==> src/rtl/shift_sipo_rx.sv <==
// Serial-in/parallel-out receiver. Collects a frame of 1..W serial bits,
// either MSB-first or LSB-first, into a right-justified word. The word is
// handed to the consumer through a one-deep valid/ready output register.
// A word that completes while the output register is still occupied is
// dropped, and ovf is raised for one cycle.
module shift_sipo_rx #(
  parameter int W = 8
) (
  input  logic                 clk,
  input  logic                 rst,
  input  logic                 sin,
  input  logic                 sin_valid,
  input  logic                 d,
  input  logic [$clog2(W)-1:0] n,
  output logic [W-1:0]         x,
  output logic                 x_valid,
  input  logic                 x_ready,
  output logic                 busy,
  output logic                 ovf
);

  localparam int NW = $clog2(W);

  typedef enum logic {
    IDLE    = 1'b0,
    COLLECT = 1'b1
  } state_t;

  state_t          state_q, state_d;
  logic [NW-1:0]   cnt_q, cnt_d;      // bits already collected in this frame
  logic [W-1:0]    sr_q, sr_d;        // in-flight shift register
  logic            d_l_q, d_l_d;      // bit order latched at first bit
  logic [NW-1:0]   n_l_q, n_l_d;      // frame length - 1 latched at first bit
  logic [W-1:0]    x_q, x_d;          // output word register
  logic            x_valid_q, x_valid_d;
  logic            ovf_q, ovf_d;

  // Settings and base register for the bit arriving on this edge. The first
  // bit of a frame uses the live d/n and starts from an empty register.
  logic            d_sel;
  logic [NW-1:0]   n_sel;
  logic [W-1:0]    sr_base;
  logic [W-1:0]    sr_shift;
  logic [NW-1:0]   bits_before;
  logic [NW-1:0]   shamt;
  logic            done;
  logic [W-1:0]    cw;

  // State register: all control and data flops, asynchronously cleared.
  // NOTE: sequential state uses non-blocking assignments so every flop samples
  // the pre-edge values, independent of statement order.
  always_ff @(posedge clk or posedge rst) begin
    if (rst) begin
      state_q   <= IDLE;
      cnt_q     <= '0;
      sr_q      <= '0;
      d_l_q     <= 1'b0;
      n_l_q     <= '0;
      x_q       <= '0;
      x_valid_q <= 1'b0;
      ovf_q     <= 1'b0;
    end else begin
      state_q   <= state_d;
      cnt_q     <= cnt_d;
      sr_q      <= sr_d;
      d_l_q     <= d_l_d;
      n_l_q     <= n_l_d;
      x_q       <= x_d;
      x_valid_q <= x_valid_d;
      ovf_q     <= ovf_d;
    end
  end

  // Next-state: shift in accepted bits, detect frame completion, and manage
  // the output register handshake.
  // NOTE: every signal written here gets a default first, so no path through
  // the block leaves one unassigned and no latch is inferred.
  always_comb begin
    state_d     = state_q;
    cnt_d       = cnt_q;
    sr_d        = sr_q;
    d_l_d       = d_l_q;
    n_l_d       = n_l_q;
    x_d         = x_q;
    x_valid_d   = x_valid_q;
    ovf_d       = 1'b0;
    done        = 1'b0;

    d_sel       = (state_q == IDLE) ? d : d_l_q;
    n_sel       = (state_q == IDLE) ? n : n_l_q;
    sr_base     = (state_q == IDLE) ? '0 : sr_q;
    bits_before = (state_q == IDLE) ? '0 : cnt_q;
    sr_shift    = d_sel ? {sin, sr_base[W-1:1]} : {sr_base[W-2:0], sin};

    // LSB-first frames fill from the top and need aligning down to bit 0.
    shamt       = NW'(W - 1) - n_sel;
    cw          = d_sel ? (sr_shift >> shamt) : sr_shift;

    if (sin_valid) begin
      sr_d  = sr_shift;
      d_l_d = d_sel;
      n_l_d = n_sel;
      done  = (bits_before == n_sel);
      if (done) begin
        state_d = IDLE;
        cnt_d   = '0;
      end else begin
        state_d = COLLECT;
        cnt_d   = bits_before + NW'(1);
      end
    end

    if (done) begin
      if (!x_valid_q || x_ready) begin
        x_d       = cw;
        x_valid_d = 1'b1;
      end else begin
        ovf_d = 1'b1;
      end
    end else if (x_valid_q && x_ready) begin
      x_valid_d = 1'b0;
    end
  end

  assign x       = x_q;
  assign x_valid = x_valid_q;
  assign busy    = (state_q == COLLECT);
  assign ovf     = ovf_q;

endmodule
==> config.mk <==
export PLATFORM = sky130hd
export DESIGN_NAME = shift_sipo_rx
export DESIGN_NICKNAME = d
export VERILOG_FILES = /design/src/rtl/shift_sipo_rx.sv
export SDC_FILE = /design/constraint.sdc
export NUM_CORES = 1
export LEC_CHECK = 0
export CAP_MARGIN = 20
export CORE_MARGIN = 5
export CORE_UTILIZATION = 25
export DETAILED_ROUTE_END_ITERATION = 10
export GPL_ROUTABILITY_DRIVEN = 1
export PLACE_DENSITY = 0.45
export SLEW_MARGIN = 5
export SYNTH_ARGS = -nofsm -noshare
export SYNTH_HDL_FRONTEND = slang
export SYNTH_SLANG_ARGS = --single-unit
==> constraint.sdc <==
create_clock -name clk -period 3.95 [get_ports clk]
set_input_delay 0.5925 -clock clk [delete_from_list [all_inputs] [get_ports clk]]
set_output_delay 0.5925 -clock clk [all_outputs]
set_load 0.05 [all_outputs]
==> results_tabular.tex, run 1 <==
\begin{tabular}{lr}
\hline
Metric & Value \\
\hline
\multicolumn{2}{l}{\textbf{Logic synthesis}} \\
\quad Number of library cell types mapped by synthesis & 50 \\
\quad Most frequently used flop master after synthesis & dfrtp\_1 \\
\quad Cells taking the most area after synthesis & dfrtp\_1, mux2i\_1, nand2\_1 \\
\quad Synthesized flop and latch total & 26 \\
\quad Avg Cell Area, Syn & 8.98 um\^{}2 \\
\quad Net Count, Synth & 199 \\
\quad Fraction of post-synthesis cell area in the top cell type by area & 0.383 \\
\quad Async SR Flop Fraction & 1.00 \\
\quad Number of instances in the synthesized netlist & 189 \\
\quad Cell accounting for the most synthesized area & dfrtp\_1 \\
\quad Number of enable-type register cells in the synthesized netlist & 0 \\
\quad Summed instance area of the synthesized netlist & 0.00170 mm\^{}2 \\
\quad Yosys warns & 0 \\
\quad Proportion of synthesized chip area in sequential cells & 0.383 \\
\multicolumn{2}{l}{\textbf{Critical path}} \\
\quad Library cell contributing the largest single delay on the critical path & clkdlybuf4s50\_1 \\
\quad Kind of cell with the highest combined delay on the critical path & buffers and inverters \\
\quad Maximum cell stage delay along the critical path & 0.94 ns \\
\quad Arrival time of data at the critical path endpoint & 2.04 ns \\
\quad Critical Path, Cell by Cell & clkdlybuf4s50\_1 \\
\quad Crit-path max FO & 22 \\
\quad Category of the most critical setup path & reg2out \\
\quad Worst EP required & 3.36 ns \\
\quad Sort of element at the start of the critical path & flip-flop \\
\quad Total buffers and inverters traversed by the critical path & 1 \\
\quad Endpoint class of the critical path & primary output \\
\multicolumn{2}{l}{\textbf{Drt}} \\
\quad Mean number of vias per cell & 5.17 \\
\quad Wire per inst & 15.5 um \\
\quad First drt pass iteration count & 4 \\
\quad Remaining DRCs & 0 \\
\quad Total routed wirelength & 4350 um \\
\quad Number of DRC violations after detailed-routing iteration 0 & 185 \\
\quad Vias post-DR & 1447 \\
\quad Antenna viol nets, final & 0 \\
\multicolumn{2}{l}{\textbf{Global routing}} \\
\quad Aggregate global routing overflow & 0 \\
\quad Via count of the first global-routing pass & 1402 \\
\quad Largest net degree at the start of global routing & 27 \\
\quad Number of antenna violations at the first check in global routing & 0 \\
\quad Total GRT Usage & 0.107 \\
\quad Wire length of the first global-routing pass & 7330 um \\
\multicolumn{2}{l}{\textbf{Placed design}} \\
\quad HPWL after detailed placement & 3170 um \\
\quad Setup WS pre-CTS & 1.41 ns \\
\quad Port bufs & 19 \\
\quad Routability cong. & 0.843 \\
\quad Number of cells in the design after placement & 276 \\
\multicolumn{2}{l}{\textbf{CTS}} \\
\quad Number of buffers on the longest clock path & 2 \\
\quad Worst-path clk slew & 0.09 ns \\
\quad Number of clock buffers inserted by TritonCTS & 3 \\
\quad Post-CTS Setup Repair Bufs & 0 \\
\quad \# hold bufs at CTS & 0 \\
\quad Insertion delay of the later-clocked pin in the worst-skew pair & 0.27 ns \\
\quad Number of levels in the clock H-tree & 1 \\
\quad TritonCTS clock tree & done \\
\quad TritonCTS Sinks & 26 \\
\quad Cts repair resizes & 0 \\
\quad Master cell of the clock root buffer & clkbuf\_8 \\
\multicolumn{2}{l}{\textbf{Die}} \\
\quad Die extent in y & 92.4 um \\
\quad Overall die area & 0.00853 mm\^{}2 \\
\quad Num ports & 20 \\
\quad Die X & 92.4 um \\
\quad Placeable core region & 0.00668 mm\^{}2 \\
\quad Row Count & 30 \\
\quad Starting density of the core & 0.254 \\
\multicolumn{2}{l}{\textbf{Job}} \\
\quad Maximum capacitance violations & 0 \\
\multicolumn{2}{l}{\textbf{Layout}} \\
\quad Total of fill cells in the finished design & 728 \\
\quad Layout cell share with drive strength beyond 1 & 0.0750 \\
\quad Number of nets in the layout & 212 \\
\quad Layout-stage area growth over the synthesis result & 17.3\% \\
\quad Diodes inserted & 0 \\
\quad Post-Layout Cell Count & 280 \\
\multicolumn{2}{l}{\textbf{Min path}} \\
\quad Worst min path class & reg2reg \\
\multicolumn{2}{l}{\textbf{STA}} \\
\quad Summed negative setup slack over all endpoints & 0 ns \\
\quad Layout Skew & 0.00620 ns \\
\quad Slew HR & 0.490 \\
\quad Worst-margin pin slew & 0.765 ns \\
\quad Hold Violations, Final & 0 \\
\quad Final period utilization & 0.667 \\
\quad Highest achievable clock rate & 0.379 GHz \\
\quad Unrepaired setup endpoints after global routing & no \\
\quad Setup slack after layout & 1.31 ns \\
\quad Time the final worst path needs with I/O delays and setup & 2.64 ns \\
\quad Count of final max-slew check failures & 0 \\
\quad Final-report setup violation count & 0 \\
\multicolumn{2}{l}{\textbf{Power and ir drop}} \\
\quad Power density over the cells & 836 mW/mm\^{}2 \\
\quad Max VDD drop & 0.189 mV \\
\quad P\_leak & 0.811 nW \\
\multicolumn{2}{l}{\textbf{Outcome}} \\
\quad Status & completed \\
\hline
\end{tabular}
[per-layer routing]
layer | routed length [um] | share of wire | vias to the layer above | global-route usage
li1 | - | - | 706 | -
met1 | 2010 | 0.46 | 689 | 0.147
met2 | 2010 | 0.46 | 44 | 0.164
met3 | 195 | 0.045 | 8 | 0.0138
met4 | 130 | 0.030 | 0 | 0.0532
met5 | 0 | 0 | - | 0
[cell usage in the layout, fill, tap and decap left out, drive strengths merged, types with 3 or more instances in the layout]
master	instances
dfrtp	26
nor2	16
o22ai	10
a22oi	5
o21ai	6
o21a	3
a31oi	3
nand2b	3
nor2b	4
clkdlybuf4s50	19
xnor2	3
nand2	21
inv	14
clkbuf	3
nand3	4
mux2i	12
a21oi	9
[registers in the layout, indices dropped and copies added (netlist names)]
| signal | count |
|---|---|
| ovf | 1 |
| d_l_q | 1 |
| x | 8 |
| n_l_q | 3 |
| sr_q | 8 |
| busy | 1 |
| x_valid | 1 |
| cnt_q | 3 |
[Yosys cell counts (3+ instances only)]
cell       n
dfrtp_1   26
nand2_1   21
nor2_1    16
inv_1     14
mux2i_1   12
o22ai_1   10
clkbuf_1   7
a21oi_1    6
o21ai_0    6
a22oi_1    5
nand3_1    4
nor2b_1    4
a31oi_1    3
nand2b_1   3
o21a_1     3
xnor2_1    3
[report_power, final]
group          internal (W)  leakage [nW]  total [W]  switching (W)
sequential         0.000384         0.321   0.000584       0.000199
combinational      0.000400         0.469   0.000928       0.000528
clock             0.0000684        0.0216   0.000152      0.0000835
total              0.000853         0.811    0.00166       0.000810
[through the flow]
step	utilization	hold slack, ns	power (W)	area, um^2
final	0.298	0.523	0.00166	1990
after global routing	0.298	0.558	0.00180	1990
after CTS	0.294	0.535	0.00167	1960
after detailed placement	0.287	0.511	0.00151	1920
after global placement	0.287	0.513	0.00153	1920
after floorplan	-	0.489	0.00127	1700
[worst paths after layout]
kind                       startpoint  cells after the start  endpoint  slack [ns]
min in group asynchronous         rst                      2      x[0]        0.61
max in group asynchronous         rst                      3   sr_q[1]        2.91
hold / removal                   x[7]                      2      x[7]        0.52
setup / recovery                 busy                      1      busy        1.31
hold reg to reg                  x[7]                      2      x[7]        0.52
setup reg to reg                 busy                      5      x[5]        1.81
[worst reg2reg max path: stages (launching register included)]
cell       delay, ns
dfrtp_1         0.83
clkinv_1        0.47
a221oi_1        0.32
a21o_1          0.14
a2bb2oi_1       0.16
a21oi_1         0.09
[cell type report]
type                       count  area (um^2)  share of cell area
inverter                      15         56.3              0.0283
multi-input combinational    136          923               0.464
sequential                    26          651               0.327
clock buffer                   3         41.3              0.0208
tap                           80          100              0.0503
timing repair buffer          20          218               0.109
[cell families after synthesis]
family | Yosys count | synth area share
xor gates and xnor gates | 3 | 0.0155
buffers and inverters | 27 | 0.0723
AOI/OAI and AO/OA | 55 | 0.237
muxes | 16 | 0.111
DFF | 26 | 0.383
adders and majority gates | 1 | 0.00737
and+or+nand+nor | 61 | 0.173
Power figures use the tool's default switching activity.
==> run 2, diff against run 1 <==
- PLACE_DENSITY: 0.45 -> 0.46
- clock period: 3.95 -> 2.2 ns (I/O delays scaled with it)
==> results_tabular.tex, run 2 (same netlist as run 1, synthesis figures left out) <==
\begin{tabular}{lr}
\hline
Metric & Value \\
\hline
\multicolumn{2}{l}{\textbf{Global routing}} \\
\quad Via count of the first global-routing pass & 1533 \\
\quad Total GRT Usage & 0.118 \\
\quad Largest net degree at the start of global routing & 27 \\
\quad Number of antenna violations at the first check in global routing & 0 \\
\quad Aggregate global routing overflow & 0 \\
\quad Wire length of the first global-routing pass & 8070 um \\
\multicolumn{2}{l}{\textbf{CTS}} \\
\quad Number of levels in the clock H-tree & 1 \\
\quad Worst-path clk slew & 0.10 ns \\
\quad Insertion delay of the later-clocked pin in the worst-skew pair & 0.28 ns \\
\quad Cts repair resizes & 0 \\
\quad Number of clock buffers inserted by TritonCTS & 3 \\
\quad TritonCTS Sinks & 26 \\
\quad Post-CTS Setup Repair Bufs & 0 \\
\quad Number of buffers on the longest clock path & 2 \\
\quad \# hold bufs at CTS & 0 \\
\quad Master cell of the clock root buffer & clkbuf\_8 \\
\quad TritonCTS clock tree & done \\
\multicolumn{2}{l}{\textbf{Min path}} \\
\quad Worst min path class & in2async \\
\multicolumn{2}{l}{\textbf{Drt}} \\
\quad Vias post-DR & 1549 \\
\quad Total routed wirelength & 4760 um \\
\quad Remaining DRCs & 0 \\
\quad Mean number of vias per cell & 5.15 \\
\quad First drt pass iteration count & 5 \\
\quad Number of DRC violations after detailed-routing iteration 0 & 140 \\
\quad Wire per inst & 15.8 um \\
\quad Antenna viol nets, final & 0 \\
\multicolumn{2}{l}{\textbf{Critical path}} \\
\quad Sort of element at the start of the critical path & flip-flop \\
\quad Worst Reg-to-Reg Cells & 5 \\
\quad Setup slack on the worst flop-to-flop path & 0.25 ns \\
\quad Endpoint class of the critical path & flip-flop \\
\quad Category of the most critical setup path & reg2reg \\
\quad Worst EP required & 2.37 ns \\
\quad Arrival time of data at the critical path endpoint & 2.13 ns \\
\quad Crit-path max FO & 15 \\
\multicolumn{2}{l}{\textbf{STA}} \\
\quad Time the final worst path needs with I/O delays and setup & 1.95 ns \\
\quad Hold Violations, Final & 0 \\
\quad Worst-margin pin slew & 0.529 ns \\
\quad Final period utilization & 0.888 \\
\quad Highest achievable clock rate & 0.512 GHz \\
\quad Slew HR & 0.647 \\
\quad Count of final max-slew check failures & 0 \\
\quad Unrepaired setup endpoints after global routing & no \\
\quad Layout Skew & 0.00803 ns \\
\quad Setup slack after layout & 0.247 ns \\
\quad Summed negative setup slack over all endpoints & 0 ns \\
\quad Minimum hold slack & 0.398 ns \\
\quad Final-report setup violation count & 0 \\
\multicolumn{2}{l}{\textbf{Layout}} \\
\quad Diodes inserted & 0 \\
\quad Layout cell share with drive strength beyond 1 & 0.167 \\
\quad Storage element area & 651 um\^{}2 \\
\quad Layout-stage area growth over the synthesis result & 27.3\% \\
\quad Total of fill cells in the finished design & 728 \\
\quad Most common library cell in the layout ignoring fill and taps & dfrtp\_1 \\
\quad Multi-input combinational cell area & 923 um\^{}2 \\
\quad Layout Utilization & 0.323 \\
\quad Final cell area excluding filler cells & 0.00216 mm\^{}2 \\
\quad Highest-count cells in the layout ignoring fill and taps & dfrtp\_1, nand2\_1, buf\_4 \\
\quad Number of nets in the layout & 232 \\
\multicolumn{2}{l}{\textbf{Outcome}} \\
\quad Status & completed \\
\multicolumn{2}{l}{\textbf{Power and ir drop}} \\
\quad Power density over the cells & 1550 mW/mm\^{}2 \\
\quad Max VDD drop & 0.316 mV \\
\quad P\_leak & 0.918 nW \\
\multicolumn{2}{l}{\textbf{Job}} \\
\quad Maximum capacitance violations & 0 \\
\multicolumn{2}{l}{\textbf{Die}} \\
\quad Num ports & 20 \\
\quad Die X & 92.4 um \\
\quad Starting density of the core & 0.254 \\
\quad Placeable core region & 0.00668 mm\^{}2 \\
\quad Row Count & 30 \\
\quad Die extent in y & 92.4 um \\
\quad Overall die area & 0.00853 mm\^{}2 \\
\multicolumn{2}{l}{\textbf{Placed design}} \\
\quad Placed Area & 0.00209 mm\^{}2 \\
\quad Routability cong. & 0.861 \\
\quad Setup WS pre-CTS & 0.194 ns \\
\quad HPWL after detailed placement & 3640 um \\
\quad Port bufs & 19 \\
\hline
\end{tabular}
-- run 2: critical path: stages, from the launching register on --
cell and delay [ns]:
dfrtp_1 0.69, and2b_1 0.33, a22oi_1 0.28, o21ba_2 0.20, nor3_1 0.27, a21oi_2 0.09
-- run 2: metrics by stage --
step,std cells,total power [W]
2_1_floorplan,189,0.00228
3_3_place_gp,297,0.00296
3_5_place_dp,297,0.00295
4_1_cts,301,0.00337
5_1_grt,301,0.00359
6_report,301,0.00335
-- run 2: path summary, 6_finish.rpt --
check	from	end
worst max-delay path	busy	x[0]
worst max register to register	busy	x[0]
worst min register to register	x[0]	x[0]
max in group asynchronous	rst	n_l_q[0]
min in group clk	x[0]	x[0]
worst min-delay path	rst	sr_q[4]
-- run 2: per-layer routing --
| layer | global-route usage | share of wire | up-vias |
|---|---|---|---|
| li1 | - | - | 748 |
| met1 | 0.159 | 0.48 | 748 |
| met2 | 0.197 | 0.47 | 47 |
| met3 | 0.0146 | 0.042 | 6 |
| met4 | 0.0334 | 0.013 | 0 |
| met5 | 0 | 0 | - |
-- run 2: power by group --
group / internal, W / switching (W)
Combinational: 0.000875 / 0.00110
Sequential: 0.000691 / 0.000270
Clock: 0.000244 / 0.000167
Total: 0.00181 / 0.00154
-- run 2: area by class of cell --
type / count / share of cell area
clock buffer: 3 / 0.0191
clock inverter: 1 / 0.0139
inverter: 15 / 0.0261
multi-input combinational: 136 / 0.428
sequential: 26 / 0.301
tap: 80 / 0.0463
timing repair buffer: 40 / 0.166
